File: src/rtl/fluxo_dados_gen.sv
// fluxo_dados_gen: memory-game datapath with counters, a write-first RAM, a play register and timeout/display timers.
// Latency: RAM read, play register and flags settle one clock after their strobe; no backpressure, strobes act every cycle.
module fluxo_dados_gen #(
  parameter int N              = 4,
  parameter int A              = 4,
  parameter int TIMEOUT_CYCLES = 5000,
  parameter int TMR_CYCLES     = 500
) (
  input  logic         clock,
  input  logic         reset,
  input  logic [N-1:0] botoes,
  input  logic         zeraE,
  input  logic         contaE,
  input  logic         zeraS,
  input  logic         contaS,
  input  logic         zeraR,
  input  logic         registraR,
  input  logic         escreveM,
  input  logic         habTO,
  input  logic         zeraTMR,
  input  logic         contaTMR,
  output logic         jogada_feita,
  output logic         jogada_valida,
  output logic         chavesIgualMemoria,
  output logic         enderecoIgualSequencia,
  output logic         enderecoMenorQueSequencia,
  output logic         fimE,
  output logic         fimS,
  output logic         timeout,
  output logic         fimTMR,
  output logic         db_tem_jogada,
  output logic [A-1:0] db_contagem,
  output logic [A-1:0] db_sequencia,
  output logic [N-1:0] db_jogada,
  output logic [N-1:0] db_memoria
);

  localparam int DEPTH = 2 ** A;
  localparam int TOW   = (TIMEOUT_CYCLES > 1) ? $clog2(TIMEOUT_CYCLES) : 1;
  localparam int TMW   = (TMR_CYCLES > 1) ? $clog2(TMR_CYCLES) : 1;

  logic [A-1:0]   end_q, end_d;
  logic [A-1:0]   seq_q, seq_d;
  logic [N-1:0]   jog_q, jog_d;
  logic           val_q, val_d;
  logic [N-1:0]   rd_q, rd_d;
  logic           tem_q;
  logic [TOW-1:0] to_cnt_q, to_cnt_d;
  logic           to_q, to_d;
  logic [TMW-1:0] tmr_q, tmr_d;
  logic [N-1:0]   mem [DEPTH];

  logic tem;
  logic one_hot;
  logic to_clr;
  logic to_inc;

  assign tem     = |botoes;
  assign one_hot = (botoes != '0) && ((botoes & (botoes - N'(1))) == '0);
  assign to_clr  = zeraE | contaE | jogada_feita;
  assign to_inc  = habTO & ~tem & ~to_q;

  always_comb begin
    end_d    = end_q;
    seq_d    = seq_q;
    jog_d    = jog_q;
    val_d    = val_q;
    to_cnt_d = to_cnt_q;
    to_d     = to_q;
    tmr_d    = tmr_q;

    if (zeraE)       end_d = '0;
    else if (contaE) end_d = end_q + A'(1);

    if (zeraS)       seq_d = '0;
    else if (contaS) seq_d = seq_q + A'(1);

    if (zeraR) begin
      jog_d = '0;
      val_d = 1'b0;
    end else if (registraR) begin
      jog_d = botoes;
      val_d = one_hot;
    end

    // Count saturates at TIMEOUT_CYCLES-1; the following idle edge raises the sticky flag.
    if (to_clr) begin
      to_cnt_d = '0;
      to_d     = 1'b0;
    end else if (to_inc) begin
      if (to_cnt_q == TOW'(TIMEOUT_CYCLES - 1)) to_d = 1'b1;
      else                                       to_cnt_d = to_cnt_q + TOW'(1);
    end

    if (zeraTMR)        tmr_d = '0;
    else if (contaTMR)  tmr_d = (tmr_q == TMW'(TMR_CYCLES - 1)) ? '0 : tmr_q + TMW'(1);
  end

  // Write and read share the address, so write-first reduces to forwarding the play register.
  assign rd_d = escreveM ? jog_q : mem[end_q];

  always_ff @(posedge clock) begin
    if (escreveM) mem[end_q] <= jog_q;
  end

  always_ff @(posedge clock or negedge reset) begin
    if (!reset) begin
      end_q    <= '0;
      seq_q    <= '0;
      jog_q    <= '0;
      val_q    <= 1'b0;
      rd_q     <= '0;
      tem_q    <= 1'b1;
      to_cnt_q <= '0;
      to_q     <= 1'b0;
      tmr_q    <= '0;
    end else begin
      end_q    <= end_d;
      seq_q    <= seq_d;
      jog_q    <= jog_d;
      val_q    <= val_d;
      rd_q     <= rd_d;
      tem_q    <= tem;
      to_cnt_q <= to_cnt_d;
      to_q     <= to_d;
      tmr_q    <= tmr_d;
    end
  end

  assign jogada_feita              = tem & ~tem_q;
  assign jogada_valida             = val_q;
  assign chavesIgualMemoria        = val_q && (jog_q == rd_q);
  assign enderecoIgualSequencia    = (end_q == seq_q);
  assign enderecoMenorQueSequencia = (end_q < seq_q);
  assign fimE                      = &end_q;
  assign fimS                      = &seq_q;
  assign timeout                   = to_q;
  assign fimTMR                    = (tmr_q == TMW'(TMR_CYCLES - 1));
  assign db_tem_jogada             = tem;
  assign db_contagem               = end_q;
  assign db_sequencia              = seq_q;
  assign db_jogada                 = jog_q;
  assign db_memoria                = rd_q;

endmodule

File: config.mk
export PLATFORM = sky130hd
export DESIGN_NAME = fluxo_dados_gen
export DESIGN_NICKNAME = d
export VERILOG_FILES = /design/src/rtl/fluxo_dados_gen.sv
export SDC_FILE = /design/constraint.sdc
export NUM_CORES = 1
export LEC_CHECK = 0
export ABC_AREA = 1
export BUFFER_PORTS_ARGS = -buffer_cell sky130_fd_sc_hd__buf_2
export CORE_UTILIZATION = 50
export DETAILED_ROUTE_END_ITERATION = 16
export PLACE_DENSITY = 0.71
export SKIP_LAST_GASP = 1
export SYNTH_ARGS = -nofsm -noshare
export SYNTH_HDL_FRONTEND = slang
export SYNTH_SLANG_ARGS = --single-unit
File: constraint.sdc
create_clock -name clock -period 1.5 [get_ports clock]
set_input_delay 0.075 -clock clock [delete_from_list [all_inputs] [get_ports clock]]
set_output_delay 0.075 -clock clock [all_outputs]
set_load 0.05 [all_outputs]
Word level (Yosys, flattened, before mapping)

Memories as Yosys holds them, arrays and structs flattened. A register that Yosys moved wholly into a read port is not among the register bits.
Index checks and enable logic that the tools add are counted.

Register bits: 37
RAM bits: 64
Input port bits: 16
Output and inout bits: 26
Word-level logic and storage cells: 64
Memories kept: 1

Memory list:

| memory | words | width | read ports | clocked after Yosys merged registers in | wr ports | RTL line | source |
|---|---|---|---|---|---|---|---|
| mem    | 16    | 4     | 1          | 1                                       | 1        | 51       | `logic [N-1:0] mem [DEPTH];` |

Add/sub/neg operators: 5
Order comparisons: 1
Eq/ne operators: 5
Muxes and demuxes: 19
Bitwise logic cells: 9
Reduce and logical (&&, ||, !) cells: 16

Operators by type and width:

| cell                  | count |
|---|---|
| $mux 13               | 3 |
| $mux 9                | 3 |
| $mux 4                | 6 |
| $add 13x1->13 const B | 1 |
| $eq 13x13->1 const B  | 1 |
| $reduce_bool 2->1     | 6 |
| $add 9x1->9 const B   | 1 |
| $eq 9x9->1 const B    | 1 |
| $add 4x1->4 const B   | 2 |
| $eq 4x4->1            | 2 |
| $reduce_and 4->1      | 2 |
| $mux 1                | 7 |
| $and 4x4->4           | 1 |
| $logic_not 4->1       | 1 |
| $lt 4x4->1            | 1 |
| $reduce_and 2->1      | 2 |
| $reduce_bool 4->1     | 1 |
| $reduce_or 4->1       | 1 |
| $sub 4x1->4 const B   | 1 |
| $and 1x1->1           | 3 |
| $not 1->1             | 3 |
| $logic_and 1x1->1     | 2 |
| $ne 2x2->1 const B    | 1 |
| $or 1x1->1            | 2 |
| $logic_not 1->1       | 1 |

Depth between registers and ports, before layout

Word-level depth: 6
Depth in mapped cells: 10
Mapped depth without buffers: 9

Least setup slack after synthesis

Ideal clock, no wire load.

Path kind: register to output
From: register jog_q[0], in the netlist db_jogada[0]
To: output port chavesIgualMemoria
Arrival time: 2.570 ns
Required time: 1.425 ns
Setup slack: -1.145 ns
Stages on the path, launching flop included: 5
Cells stage by stage: dfrtp_1 -> inv_1 -> nand2_1 -> nand4_1 -> nor4_1

Longest elaborated chain between the ends: 2

RTL lines:

| what                     | RTL line | source |
|---|---|---|
| start: declaration       | 44       | `logic [N-1:0] jog_q, jog_d;` |
| start signal: assignment | 120      | `jog_q <= jog_d;` |
| $eq 4x4->1               | 132      | `assign chavesIgualMemoria = val_q && (jog_q == rd_q);` |
| $logic_and 1x1->1        | 132      |  |
| end: declaration         | 24       | `output logic chavesIgualMemoria,` |

No other way between the ends.

Worst setup path in the final report

From: register end_q[1], in the netlist db_contagem[1]
To: output port enderecoMenorQueSequencia

Longest elaborated chain between the ends: 1

RTL lines:

| what                     | RTL line | source |
|---|---|---|
| start: declaration       | 42       | `logic [A-1:0] end_q, end_d;` |
| start signal: assignment | 118      | `end_q <= end_d;` |
| $lt 4x4->1               | 134      | `assign enderecoMenorQueSequencia = (end_q < seq_q);` |
| end: declaration         | 26       | `output logic enderecoMenorQueSequencia,` |

No other way between the ends.

==> results_dict.tcl <==
set metrics [dict create \
    port_buffers 41 \
    grt-ovfl-total 0 \
    synth_top_area_cell "edfxtp_1" \
    power.density_nw_per_um2 921 \
    cp-start-kind "flop" \
    cts_made_buffers 9 \
    avgViaCountPerCell 5.08 \
    synth_flop_cell "edfxtp_1" \
    finClkSkew_ns 0.0132 \
    diodes 0 \
    drt_iter0_drc 310 \
    crit_arrival_ns 1.73 \
    grt_pass1_vias 3926 \
    yosys.area_share.adder_pct 2.65 \
    synth_area_leaders "edfxtp_1, dfrtp_1, nand2_1" \
    finalCriticalPeriod_ns 1.80 \
    hold_class "input port to flop" \
    failed_checks "negative setup slack" \
    status "finished, violations left" \
    synth_top_family_by_area "simple AND/OR/NAND/NOR gates" \
    yosys.area_share.simple_pct 26.8 \
    synth_top_area_share_pct 37.0 \
    grt_max_degree 42 \
    syn_inst 587 \
    maxSlewViolCount 0 \
    htree_levels 3 \
    die-height_um 104 \
    hpwl_mm 7.97 \
    ioPinCount 42 \
    syn_nets 614 \
    synth-seq-cells 105 \
    synth_mux_area_share_pct 0 \
    critPathRequiredTime_ns 1.42 \
    drive_above_1_share_pct 27.4 \
    synth_edf_count 64 \
    clk_pin_slew_ns 0.10 \
    insertion_delay_ns 0.38 \
    grt_pass1_wl_mm 19.0 \
    num_rows 36 \
    ys_seq_area_share_pct 56.8 \
    grt_use_total_pct 22.7 \
    dp_slack_ns -0.000363 \
    period_share_pct 120 \
    slew_headroom_pct 69.8 \
    postRouteAntennaNets 0 \
    core_area_um2 9910 \
    synth-xor-area-share_pct 2.19 \
    post-synth-top-count-cell "nand2_1" \
    fill_cells 757 \
    hold_viol 0 \
    die_area_um2 10800 \
    async_reset_ff_share_pct 39.0 \
    antenna_found_initial 0 \
    avgSynthCellArea_um2 8.85 \
    layout_setup_ws_ns -0.302 \
    yosysWarnings 0 \
    cts_sinks 105 \
    setup_violations 26 \
    leakagePower_nw 2.94 \
    worst-path-max-fanout 2 \
    synth_cell_types 38 \
    fmax_mhz 555 \
    path_class "flop to output pin" \
    wl_per_cell_um 14.8 \
    r2r_cells 6 \
    drc_errors 0 \
    synthTopCellsByCount "nand2_1, nor2_1, inv_1" \
    cts_tree "yes" \
    cts_max_path_buffers 2 \
    synth_compound_area_share_pct 3.59 \
    tightest_slew_ns 0.452 \
    die_w_um 104 \
    finalWeightedCongestion 0.899 \
    worstSetupEndpointType "output pin" \
    maxCapViolations 0 \
    rsz0062_at_grt "yes" \
    setup_tns_ns -0.902 \
    cts-root-buf "clkbuf_8" \
    start_util_pct 52.4 \
    nets 713 \
    drt-pass1-iter-count 5 \
    vias 4183 \
    area_delta_synth_final_pct 28.2 \
    whs_path_depth 3 \
    syn-cell-area_um2 5190 \
    wl_mm 12.2 \
    ir_drop_mv 0.750 \
]
## cell usage in the layout, fill, tap and decap left out, types with 19 or more instances in the layout
| master | netlist | final |
|---|---|---|
| inv_1 | 84 | 72 |
| nor2_1 | 88 | 67 |
| nand3_1 | 63 | 61 |
| edfxtp_1 | 64 | 64 |
| buf_4 | 3 | 34 |
| nand2_1 | 150 | 142 |
| dfrtp_1 | 40 | 30 |
| buf_2 | 5 | 34 |
| nor2_4 | 1 | 19 |
## path summary, 6_finish.rpt
check | from | end | slack, ns
setup / recovery | db_contagem[1] | enderecoMenorQueSequencia | -0.30
hold / removal | botoes[3] | db_jogada[3] | 0.03
setup reg to reg | db_contagem[0] | mem[4][0] | -0.02
hold reg to reg | timeout | timeout | 0.57
max in group asynchronous | reset | tem_q | 1.07
min in group asynchronous | reset | to_cnt_q[0] | 0.18
## power by group
group	internal, W	leakage, nW	switching [W]
Combinational	0.000460	1.73	0.000858
Clock	0.000617	0.0875	0.000976
Sequential	0.00315	1.12	0.0000657
## critical path: stages, from the launching register on
cell,delay (ns)
dfrtp_2,0.44
ha_4,0.25
inv_2,0.04
nor2_1,0.03
nor2_1,0.14
nor2_2,0.08
a211oi_4,0.18
buf_6,0.19
## registers in the layout, indices dropped and copies added, names as in the netlist
name,cells
mem,64
to_cnt_q,13
tmr_q,9
db_contagem,4
db_jogada,4
db_memoria,4
db_sequencia,4
jogada_valida,1
tem_q,1
timeout,1
## layer usage
metal / wire length (µm) / vias to the layer above / track usage [%] / share of wire [%]
met5: 0 / - / 0 / 0
met4: 255 / 0 / 8.47 / 2.1
met3: 632 / 23 / 4.82 / 5.2
met2: 6080 / 114 / 37.9 / 50
met1: 5210 / 1954 / 29.3 / 43
li1: - / 2092 / - / -
## what timing repair did
action                                 in CTS  in global routing
pin swaps                                   7                 16
gates resized for setup                    27                 52
endpoints found under the hold margin      54                  0
hold buffers                               12                  0
buffers inserted                            8                  5
gates cloned                                0                  2
setup endpoints to repair                  11                 91
## kinds of logic after synthesis
logic type	after synthesis
simple gates	328
flops	105
buf+inv	98
compound gates	32
xor+xnor	13
fa+ha+maj	11
## per-stage QoR
stage / power (W) / utilization, % / instance area, µm² / hold WS (ns) / std cells
final: 0.00613 / 67.2 / 6660 / 0.0318 / 824
after global routing: 0.00637 / 67.2 / 6660 / 0.0261 / 824
after CTS: 0.00606 / 64.6 / 6400 / 0.00930 / 819
after detailed placement: 0.00437 / 60.1 / 5950 / 0.0649 / 783
after global placement: 0.00436 / 60.1 / 5950 / 0.0638 / 783
after floorplan: 0.00405 / - / 5400 / -0.221 / 587
## area by class of cell
cell class                      instances  area, µm²  share of cell area, %
Inverter                               86        343                   5.15
Sequential cell                       105       2960                   44.5
Tap cell                              133        166                   2.50
Clock inverter                          7       53.8                  0.808
Clock buffer                            9        124                   1.86
Timing Repair Buffer                  100        823                   12.4
Multi-Input combinational cell        384       2190                   32.8
Note: power is estimated with default switching activity, not from simulation.
